[src/rtl/full_adder_pkg.sv]
// Shared types and constants for the bit-serial full-adder sequencer.
package full_adder_pkg;

    // Controller states: waiting for a request, shifting bits, holding a result.
    typedef enum logic [1:0] {
        IDLE = 2'd0,
        RUN  = 2'd1,
        DONE = 2'd2
    } state_t;

    // Supported operand widths.
    localparam int MIN_WIDTH = 2;
    localparam int MAX_WIDTH = 32;

    // True when a WIDTH value lies inside the supported range.
    function automatic bit width_ok(input int w);
        return (w >= MIN_WIDTH) && (w <= MAX_WIDTH);
    endfunction

endpackage

[src/rtl/full_adder_simple.sv]
// One-bit full-adder cell. Sum and carry are purely combinational; clock and
// reset belong to the cell's standard port set but no state lives in here.
module full_adder_simple (
    input  logic clk_i,
    input  logic reset_n_i,
    input  logic a_i,
    input  logic b_i,
    input  logic cin_i,
    output logic sum_o,
    output logic cout_o
);

    logic unused_port_bits;

    assign unused_port_bits = clk_i & reset_n_i;

    // Classic sum/majority equations for one bit position.
    always_comb begin
        sum_o  = a_i ^ b_i ^ cin_i;
        cout_o = (a_i & b_i) | (a_i & cin_i) | (b_i & cin_i);
    end

endmodule

[src/rtl/full_adder_serial_ctrl.sv]
// Bit-serial add/subtract sequencer: accepts an operand pair, pushes one bit
// per clock through a single full-adder slice (LSB first, registered carry)
// and presents the WIDTH-bit result plus carry-out on a response channel.
module full_adder_serial_ctrl
    import full_adder_pkg::*;
#(
    parameter int WIDTH = 8
) (
    input  logic             clk_i,
    input  logic             reset_i,
    input  logic             req_valid_i,
    output logic             req_ready_o,
    input  logic [WIDTH-1:0] a_i,
    input  logic [WIDTH-1:0] b_i,
    input  logic             cin_i,
    input  logic             sub_i,
    output logic             rsp_valid_o,
    input  logic             rsp_ready_i,
    output logic [WIDTH-1:0] sum_o,
    output logic             cout_o,
    output logic             busy_o
);

    localparam int CNT_W = $clog2(WIDTH);
    localparam logic [CNT_W-1:0] LAST_BIT = CNT_W'(WIDTH - 1);

    state_t           state;
    state_t           next_state;
    logic [WIDTH-1:0] a_sh;
    logic [WIDTH-1:0] b_sh;
    logic [WIDTH-1:0] sum_sh;
    logic             carry;
    logic [CNT_W-1:0] bit_cnt;
    logic             accept;
    logic             slice_sum;
    logic             slice_cout;

    generate
        if (!width_ok(WIDTH)) begin : g_width_check
            $error("full_adder_serial_ctrl: WIDTH out of supported range");
        end
    endgenerate

    full_adder_simple u_slice (
        .clk_i     (clk_i),
        .reset_n_i (~reset_i),
        .a_i       (a_sh[0]),
        .b_i       (b_sh[0]),
        .cin_i     (carry),
        .sum_o     (slice_sum),
        .cout_o    (slice_cout)
    );

    // Next-state and handshake decode; ready/valid come from the state alone.
    always_comb begin
        next_state  = state;
        req_ready_o = 1'b0;
        rsp_valid_o = 1'b0;
        accept      = 1'b0;
        busy_o      = (state != IDLE);
        case (state)
            IDLE: begin
                req_ready_o = 1'b1;
                if (req_valid_i) begin
                    accept     = 1'b1;
                    next_state = RUN;
                end
            end
            RUN: begin
                if (bit_cnt == LAST_BIT) begin
                    next_state = DONE;
                end
            end
            DONE: begin
                rsp_valid_o = 1'b1;
                if (rsp_ready_i) begin
                    next_state = IDLE;
                end
            end
            default: next_state = IDLE;
        endcase
    end

    // State plus datapath: subtraction is A + ~B + 1, so B is inverted at load.
    always_ff @(posedge clk_i or posedge reset_i) begin
        if (reset_i) begin
            state   <= IDLE;
            a_sh    <= '0;
            b_sh    <= '0;
            sum_sh  <= '0;
            carry   <= 1'b0;
            bit_cnt <= '0;
            sum_o   <= '0;
            cout_o  <= 1'b0;
        end else begin
            state <= next_state;
            case (state)
                IDLE: begin
                    if (accept) begin
                        a_sh    <= a_i;
                        b_sh    <= sub_i ? ~b_i : b_i;
                        carry   <= sub_i ? 1'b1 : cin_i;
                        bit_cnt <= '0;
                    end
                end
                RUN: begin
                    sum_sh  <= {slice_sum, sum_sh[WIDTH-1:1]};
                    carry   <= slice_cout;
                    a_sh    <= a_sh >> 1;
                    b_sh    <= b_sh >> 1;
                    bit_cnt <= bit_cnt + 1'b1;
                    if (bit_cnt == LAST_BIT) begin
                        sum_o  <= {slice_sum, sum_sh[WIDTH-1:1]};
                        cout_o <= slice_cout;
                    end
                end
                default: begin
                end
            endcase
        end
    end

endmodule

[config.mk]
export PLATFORM = sky130hd
export DESIGN_NAME = full_adder_serial_ctrl
export DESIGN_NICKNAME = d
export VERILOG_FILES = /design/src/rtl/full_adder_pkg.sv /design/src/rtl/full_adder_simple.sv /design/src/rtl/full_adder_serial_ctrl.sv
export SDC_FILE = /design/constraint.sdc
export NUM_CORES = 1
export LEC_CHECK = 0
export CORE_UTILIZATION = 30
export CTS_CLUSTER_DIAMETER = 200
export DETAILED_ROUTE_END_ITERATION = 10
export PLACE_DENSITY = 0.57
export RECOVER_POWER = 25
export SLEW_MARGIN = 20
export SYNTH_ARGS = -nofsm -noshare
export SYNTH_HDL_FRONTEND = slang
export SYNTH_HIERARCHICAL = 1
export SYNTH_SLANG_ARGS = --single-unit
[constraint.sdc]
create_clock -name clk_i -period 1.5 [get_ports clk_i]
set_input_delay 0.225 -clock clk_i [delete_from_list [all_inputs] [get_ports clk_i]]
set_output_delay 0.225 -clock clk_i [all_outputs]
set_load 0.01 [all_outputs]
**After elaboration in Yosys (flattened, before gate mapping)**

Index checks and enable logic that the tools add are counted.

- Memories: 0
- Logic and storage cells: 48
- Bits in writable memories: 0
- Input port bits: 22
- Register bits after elaboration: 39
- Bits in latches: 0
- ROM bits: 0

- Divide/modulo/power cells: 0
- Add/sub/neg operators: 1
- Multipliers: 0
- Shifts and indexed selects: 0
- Mux-type cells: 18
- Bitwise operators: 8
- Equality and inequality tests: 7
- Reduce and logical (&&, ||, !) cells: 6
- Order comparisons: 0

Operators by type and width:

| kind | count |
|---|---|
| 8-bit case mux with 2 select lines | 2 |
| 8-bit two-way mux | 3 |
| 2-bit inequality test (second input constant) | 4 |
| 8-bit NOT | 1 |
| 1-bit two-way mux | 6 |
| 2-bit two-way mux | 3 |
| 2-bit case mux with 3 select lines | 1 |
| 3-bit case mux with 2 select lines | 1 |
| 2-bit AND reduction | 2 |
| 2-bit nonzero test | 2 |
| 3-bit by 1-bit adder with 3-bit output (second input constant) | 1 |
| 1-bit AND | 3 |
| 3-bit == test (second input constant) | 1 |
| 3-bit two-way mux | 1 |
| 3-bit AND reduction | 1 |
| 2-bit by 1-bit == test with 1-bit output (second input constant) | 1 |
| 2-bit == test (second input constant) | 1 |
| 2-bit logical NOT | 1 |
| 1-bit OR | 2 |
| 1-bit case mux with 2 select lines | 1 |
| 1-bit XOR | 2 |

**Depth between registers and ports, before layout**

Gate-level depths: netlist (run 1).

- Depth after elaboration: 4
- Mapped depth: 4

**Hierarchy**

The synthesis (run 1) kept the hierarchy.

Modules (own cells, without submodules):

| module | area each (um2) | times used | cells each | seq. area each (um2) |
|---|---|---|---|---|
| full_adder_serial_ctrl | 1,677.9 | 1 | 149 | 950.9 |
| full_adder_simple | 20.0 | 1 | 1 | 0.0 |

**Worst setup path before layout (run 1)**

Ideal clock, no wire load.

- Kind: reg-to-reg
- Start: reg bit_cnt[0]
- End: reg cout_o
- Period minus slack after synthesis: 1.371 ns
- Data arrival time: 1.243 ns
- Slack: 0.129 ns
- Data required time: 1.372 ns
- Library setup time: 0.128 ns
- Path buffers: 0
- Stages on the path, launching flop included: 5
- Path through: dfrtp_1 > ha_1 > ha_1 > nand2_2 > mux2_1

- Word-level cells in the longest chain between the ends: 2

Ends and longest elaborated chain:

| element | line | RTL |
|---|---|---|
| from (decl) | full_adder_serial_ctrl.sv:33 | `logic [CNT_W-1:0] bit_cnt;` |
| from (signal assigned) | full_adder_serial_ctrl.sv:111 | `bit_cnt <= bit_cnt + 1'b1;` |
| 3-bit == test | full_adder_serial_ctrl.sv:112 | `if (bit_cnt == LAST_BIT) begin` |
| 2-bit AND reduction (no line) | n/a |  |
| to (signal assigned) | full_adder_serial_ctrl.sv:114 | `cout_o <= slice_cout;` |
| to (decl) | full_adder_serial_ctrl.sv:20 | `output logic cout_o,` |

Every way passes these cells.
A chain may end at the register's enable or synchronous reset.

**Worst setup path in the final report (run 1)**

- Start: reg state[1]
- End: reg b_sh[5]

- Word-level cells in the longest chain between the ends: 4

Ends and longest elaborated chain:

| element | line | RTL |
|---|---|---|
| from (decl) | full_adder_serial_ctrl.sv:27 | `state_t state;` |
| from (signal assigned) | full_adder_serial_ctrl.sv:96 | `state <= next_state;` |
| 2-bit logical NOT | full_adder_serial_ctrl.sv:61, full_adder_serial_ctrl.sv:97 |  |
| 1-bit two-way mux | full_adder_serial_ctrl.sv:61 | `case (state)` |
| 2-bit inequality test (no line) | n/a |  |
| 2-bit AND reduction (no line) | n/a |  |
| to (signal assigned) | full_adder_serial_ctrl.sv:101 | `b_sh <= sub_i ? ~b_i : b_i;` |
| to (signal assigned) | full_adder_serial_ctrl.sv:110 | `b_sh <= b_sh >> 1;` |
| to (decl) | full_adder_serial_ctrl.sv:30 | `logic [WIDTH-1:0] b_sh;` |

Parallel ways exist; a longest one is shown, timed or not.

==> results of run 1 <==
[kinds of logic after synthesis]
kind of cell               count (synthesis)  synth area share [%]
buffers and inverters                     12                  3.39
and+or+nand+nor                           50                  15.3
AOI/OAI and AO/OA                         30                  12.6
adders and majority gates                  3                  2.65
DFF                                       38                  56.0
xor gates and xnor gates                   8                  4.13
muxes                                      9                  5.97
[how the worst min path moves through the flow]
stage	from	to	slack, ps	depth (start not counted)
global route	a_sh[4]	a_sh[4]	520	2
global placement	sum_sh[1]	sum_sh[1]	450	2
CTS	reset_i	sum_o[3]	290	3
detailed placement	sum_sh[1]	sum_sh[1]	470	2
finish	sum_sh[1]	sum_sh[1]	480	2
floorplan	rsp_ready_i	state[1]	330	1
[critical path, stage by stage (launching register included)]
cell and delay (ps):
dfrtp_1 430, buf_6 150, buf_6 120, o21bai_4 170, buf_6 140, a221o_1 330
[sequential cells by signal, summed over array words and instances, names as in the netlist]
signal	flops
cout_o	1
state	2
b_sh	8
sum_sh	7
sum_o	8
a_sh	8
bit_cnt	3
carry	1
[synthesized netlist by cell type]
cell type	count
o31ai_1	1
ha_1	2
mux2_1	9
nor2_1	2
a32o_1	1
o21ai_0	4
o21bai_1	1
clkbuf_1	4
a221o_1	7
fa_1	1
and3b_1	11
buf_2	4
nand2_1	30
nor2b_1	2
a21oi_1	5
a22oi_1	3
nand2_2	1
a22o_1	3
xor2_1	8
buf_6	1
and2_1	1
o21ai_1	5
nand2b_1	2
dfrtp_1	38
nor3_1	1
inv_1	3
[per-layer routing]
layer	share of wire, %	wire length (um)	GRT usage, %
met5	0	0	0
met4	1.5	54	6.23
met3	3.9	139	3.45
met2	48	1710	22.3
met1	47	1690	16.6
[final cells by class]
| class | instances | area (um^2) |
|---|---|---|
| Fill cell | 541 | 3160 |
| Tap cell | 72 | 90.1 |
| Sequential cell | 38 | 951 |
| Clock inverter | 2 | 12.5 |
| Timing Repair Buffer | 49 | 455 |
| Clock buffer | 6 | 82.6 |
| Inverter | 3 | 11.3 |
| Multi-Input combinational cell | 100 | 711 |
[power groups by stage]
stage	logic (mW)	registers, mW	clock network, mW
floorplan	0.882	1.70	0
global placement	1.50	1.69	0
detailed placement	1.56	1.71	0
CTS	1.59	1.69	0.759
global route	1.79	1.74	0.804
finish	1.61	1.68	0.728
[stage by stage]
stage	setup TNS, ps	total power, mW	utilization [%]	setup WS (ps)	hold slack, ps
global route	-8.91	4.34	42.3	-8.91	521
floorplan	0	2.58	-	129	333
CTS	-316	4.04	42.1	-54.0	290
global placement	-97.3	3.19	40.0	-36.5	453
detailed placement	-425	3.27	40.0	-85.5	467
finish	0	4.02	42.3	32.7	483
[timing repair]
action,in CTS,in global routing
endpoints found under the setup margin,5,18
gates cloned,0,0
pin swaps,1,6
setup buffers,2,0
gates resized for setup,5,6
hold buffers,0,0
==> run summary, run 1 <==
IR drop worst, VDD -> 0.683 mV
Synth warnings -> 6
Die height -> 77.2 um
Clock root buffer -> clkbuf_8
Row count -> 27
Critical path launch point -> state[1]
Register area share after synthesis -> 56.0%
#FFs+latches synth -> 38
FF-to-FF setup slack -> 30 ps
Area leader, netlist -> dfrtp_1
Most frequent cells in the layout -> 38 x dfrtp_1, 30 x nand2_1, 29 x clkdlybuf4s50_1
Syn Inst Count -> 150
Top cells by area, synth -> dfrtp_1 56%, nand2_1 6.6%, mux2_1 6.0%
Placed Cells incl. Taps -> 260
Layout cells sized above 1 -> 14.1%
CTS tree -> built
DR pass1 iterations -> 4
DR vias -> 1269
Crit Path Category -> flop to flop
Core area -> 5470 um^2
Gpl congestion -> 0.714
Final WL -> 3590 um
Starting DRC count in detailed routing -> 58
DP Wirelength -> 2530 um
Post-route cell area -> 2310 um^2
Reg power frac -> 41.9%
Sw Share -> 33.3%
Reg2reg path depth -> 5
Worst Path Arrival -> 1640 ps
Slew margin rel. -> 38.5%
Clock share of power -> 18.1%
Syn nets -> 175
Setup Viol. Count Final -> 0
Vias in the first global route -> 1371
Clock transition at path regs -> 80 ps
Status -> completed
Clock Latency Late Sink -> 290 ps
Deepest clock path buffer count -> 2
Synth cell types -> 26
Final period utilization -> 97.8%
IO Count -> 34
Most common cell after layout, fill and taps aside -> dfrtp_1
WP data required -> 1670 ps
Max Slew Vio Count -> 0
Syn Area/Cell -> 11.3 um^2
Die X -> 77.2 um
Switch Pwr -> 1.34 mW
Antenna-violating nets left -> 0
Maximum fanout along the worst path -> 8
First-pass GRT wire length -> 6220 um
Worst-margin pin slew -> 922 ps
Residual DRC -> 0
CP endpoint -> b_sh[5]
Pleak -> 1.11 nW
H-tree depth -> 2
Max Clk Rate -> 682 MHz
Crit path time final -> 1470 ps
GRT overflow -> 0
Cell Count, Final, Fillers Out -> 270
DR WL/cell -> 13.3 um
CTS sink count -> 38
Initial core utilization -> 31.0%
Origin of the critical flop-to-flop path -> state[1]
Antenna cell count -> 0
Synth-to-layout area growth -> 36.3%
DP Area -> 2190 um^2
Number of port buffers -> 33
Final hold violation count -> 0
GRT Overall Usage -> 13.6%
Pwr dens -> 1740 nW/um^2
Cell internal pwr -> 2.68 mW
Comb power frac -> 40.0%
Startpoint types -> flop
Final net count -> 222
RSZ-0062 raised after global routing -> true
Clock Skew -> 7.81 ps
Synth Cell Area -> 1700 um^2
Die area -> 5960 um^2
Type of the worst min-delay path -> flop to flop
Largest net degree at the start of global routing -> 39
Max-Cap Viols -> 0
Setup crit end kind -> flop
Yosys top cell area share -> 56.0%
Antenna violations before repair -> 0
Num CTS Buffers -> 5
Worst r2r dst -> b_sh[5]
Routed vias/inst -> 4.70
Note: power is estimated with default switching activity, not from simulation.
==> inputs of run 2 (changes only) <==
--- a/config.mk
+++ b/config.mk
@@ -8,6 +8,7 @@
 export CORE_UTILIZATION = 30
 export CTS_CLUSTER_DIAMETER = 200
 export DETAILED_ROUTE_END_ITERATION = 10
+export GPL_TIMING_DRIVEN = 0
 export PLACE_DENSITY = 0.57
 export RECOVER_POWER = 25
 export SLEW_MARGIN = 20
==> run 2 against run 1 <==
  * Critical path depth decreased by 2
  * Via count decreased by 0.16%
  * Largest power group unchanged
  * Combinational power about the same
  * Power increased by 8.7%
  * Final cell count decreased by 0.37%
  * Highest routed layer unchanged
  * Flip-flop and latch count unchanged
  * Design area increased by 1.8%
  * Largest cell class unchanged
  * Register-to-register slack improved by 40 ps
  * Non-clock buffer count decreased by 2
==> run summary, run 2 (synthesis results as in run 1) <==
Clock Latency Late Sink -> 300 ps
Max Clk Rate -> 687 MHz
Deepest clock path buffer count -> 2
Num CTS Buffers -> 5
Core area -> 5470 um^2
Startpoint types -> flop
Worst r2r dst -> b_sh[2]
Slew margin rel. -> 65.3%
CP top delay family -> flip-flops
CTS sink count -> 38
Most frequent cells in the layout -> 36 x dfrtp_1, 30 x nand2_1, 28 x clkdlybuf4s50_1
DP Wirelength -> 2350 um
Max-Cap Viols -> 0
Worst Path Arrival -> 1230 ps
CTS Hold Buffers Added -> 0
Crit path time final -> 1460 ps
Row count -> 27
Residual DRC -> 0
DR WL/cell -> 13.4 um
Final core area utilization -> 43.0%
H-tree depth -> 2
IR drop worst, VDD -> 0.576 mV
Pwr dens -> 1860 nW/um^2
Layout cells sized above 1 -> 16.8%
DR pass1 iterations -> 3
Fillers -> 541
Grt met2 use -> 18.6%
Starting DRC count in detailed routing -> 84
Antenna-violating nets left -> 0
First-pass GRT wire length -> 5960 um
GR Util met3 -> 5.00%
Initial core utilization -> 31.0%
WP data required -> 1270 ps
Cell Count, Final, Fillers Out -> 269
Antenna violations before repair -> 0
CP max stage delay -> 420 ps
Die height -> 77.2 um
Vias in the first global route -> 1184
Clock Skew -> 6.12 ps
Biggest registers after layout -> a_sh x8, b_sh x8, sum_o x8
Placed Cells incl. Taps -> 255
CP Cell Sequence -> buf_6 > nor2_4 > clkdlybuf4s15_1
GRT overflow -> 0
CTS tree -> built
Clock root buffer -> clkbuf_8
Synth-to-layout area growth -> 38.8%
Most common cell after layout, fill and taps aside -> dfrtp_1
Number of port buffers -> 32
Routed vias/inst -> 4.71
Final WL -> 3610 um
DR vias -> 1267
IO Count -> 34
Crit Path Category -> flop to output port
GRT Overall Usage -> 13.2%
Type of the worst min-delay path -> input port to asynchronous set/reset pin
Critical path launch point -> state[1]
Buf+Inv Stages, Crit Path -> 2
Pleak -> 1.13 nW
Setup Viol. Count Final -> 0
GRT met1 Usage -> 18.0%
Worst-margin pin slew -> 520 ps
Origin of the critical flop-to-flop path -> state[1]
Maximum fanout along the worst path -> 5
Final hold violation count -> 0
Gpl congestion -> 0.697
GR peak layer -> met2
Largest net degree at the start of global routing -> 26
Clock transition at path regs -> 80 ps
Max Slew Vio Count -> 0
Die area -> 5960 um^2
Final net count -> 221
Setup crit end kind -> output port
FF-to-FF setup slack -> 70 ps
Status -> completed
Final period utilization -> 97.0%
Antenna cell count -> 0
Die X -> 77.2 um
Setup TNS Final -> 0 ps
Reg2reg path depth -> 4
Crit-path slowest cell -> dfrtp_2
-- run 2: cell types whose count changed in the layout (fill, tap and decap cells not counted), sizes merged --
cell / change
clkbuf: +5
buf: -4
dlygate4sd2: -3
bufinv: +2
clkdlybuf4s15: +1
clkdlybuf4s50: -1
clkinv: -1
clkinvlp: -1
nand2: +1
-- run 2: worst max-delay path by stage --
stage / slack (ps) / endpoint / cells after the start
floorplan: 130 / cout_o / 4
global placement: -500 / b_sh[5] / 2
detailed placement: -360 / rsp_valid_o / 4
CTS: 2 / b_sh[2] / 5
global route: -6 / b_sh[5] / 4
finish: 40 / req_ready_o / 3
-- run 2: cell type report --
type / count / area, um^2 / area share [%]
inverter: 3 / 11.3 / 0.478
clock buffer: 6 / 82.6 / 3.51
sequential: 38 / 953 / 40.5
timing repair buffer: 38 / 363 / 15.4
multi-input combinational: 101 / 724 / 30.7
tap: 72 / 90.1 / 3.82
clock inverter: 2 / 60.1 / 2.55
buffer: 9 / 71.3 / 3.03
-- run 2: metrics by stage --
stage	power (mW)	cell area [um^2]	hold WS (ps)	setup slack [ps]
floorplan	2.58	1700	333	129
global placement	3.11	2110	457	-499
detailed placement	3.15	2130	464	-357
CTS	4.37	2340	202	2.47
global route	4.67	2360	438	-6.11
finish	4.37	2360	395	44.7
-- run 2: what timing repair did --
item | CTS | global route
gates resized for setup | 21 | 13
buffers inserted | 5 | 0
setup endpoints to repair | 13 | 32
pin swaps | 1 | 1
gates cloned | 0 | 1
-- run 2: power by group --
part	switching, mW	internal, mW
Sequential	0.237	1.45
Combinational	0.754	0.853
Clock	0.372	0.709
Total	1.36	3.01
-- run 2: worst register-to-register path, delay by kind of cell, from the launching register on --
| kind | cells | cell delay, ps |
|---|---|---|
| AO/OA/AOI/OAI | 2 | 560 |
| flip-flops | 1 | 420 |
| buffers and inverters | 2 | 330 |
-- run 2: layer usage --
layer,wire (um),vias to the layer above
met2,1590,27
li1,-,609
met3,182,5
met5,0,-
met4,65,0
met1,1770,626
==> inputs of run 3 (changes only) <==
--- a/config.mk
+++ b/config.mk
@@ -8,7 +8,6 @@
 export CORE_UTILIZATION = 30
 export CTS_CLUSTER_DIAMETER = 200
 export DETAILED_ROUTE_END_ITERATION = 10
-export GPL_TIMING_DRIVEN = 0
 export PLACE_DENSITY = 0.57
 export RECOVER_POWER = 25
 export SLEW_MARGIN = 20
==> results of run 3 <==
Final layout, timing and power as in run 1 (identical DEF).
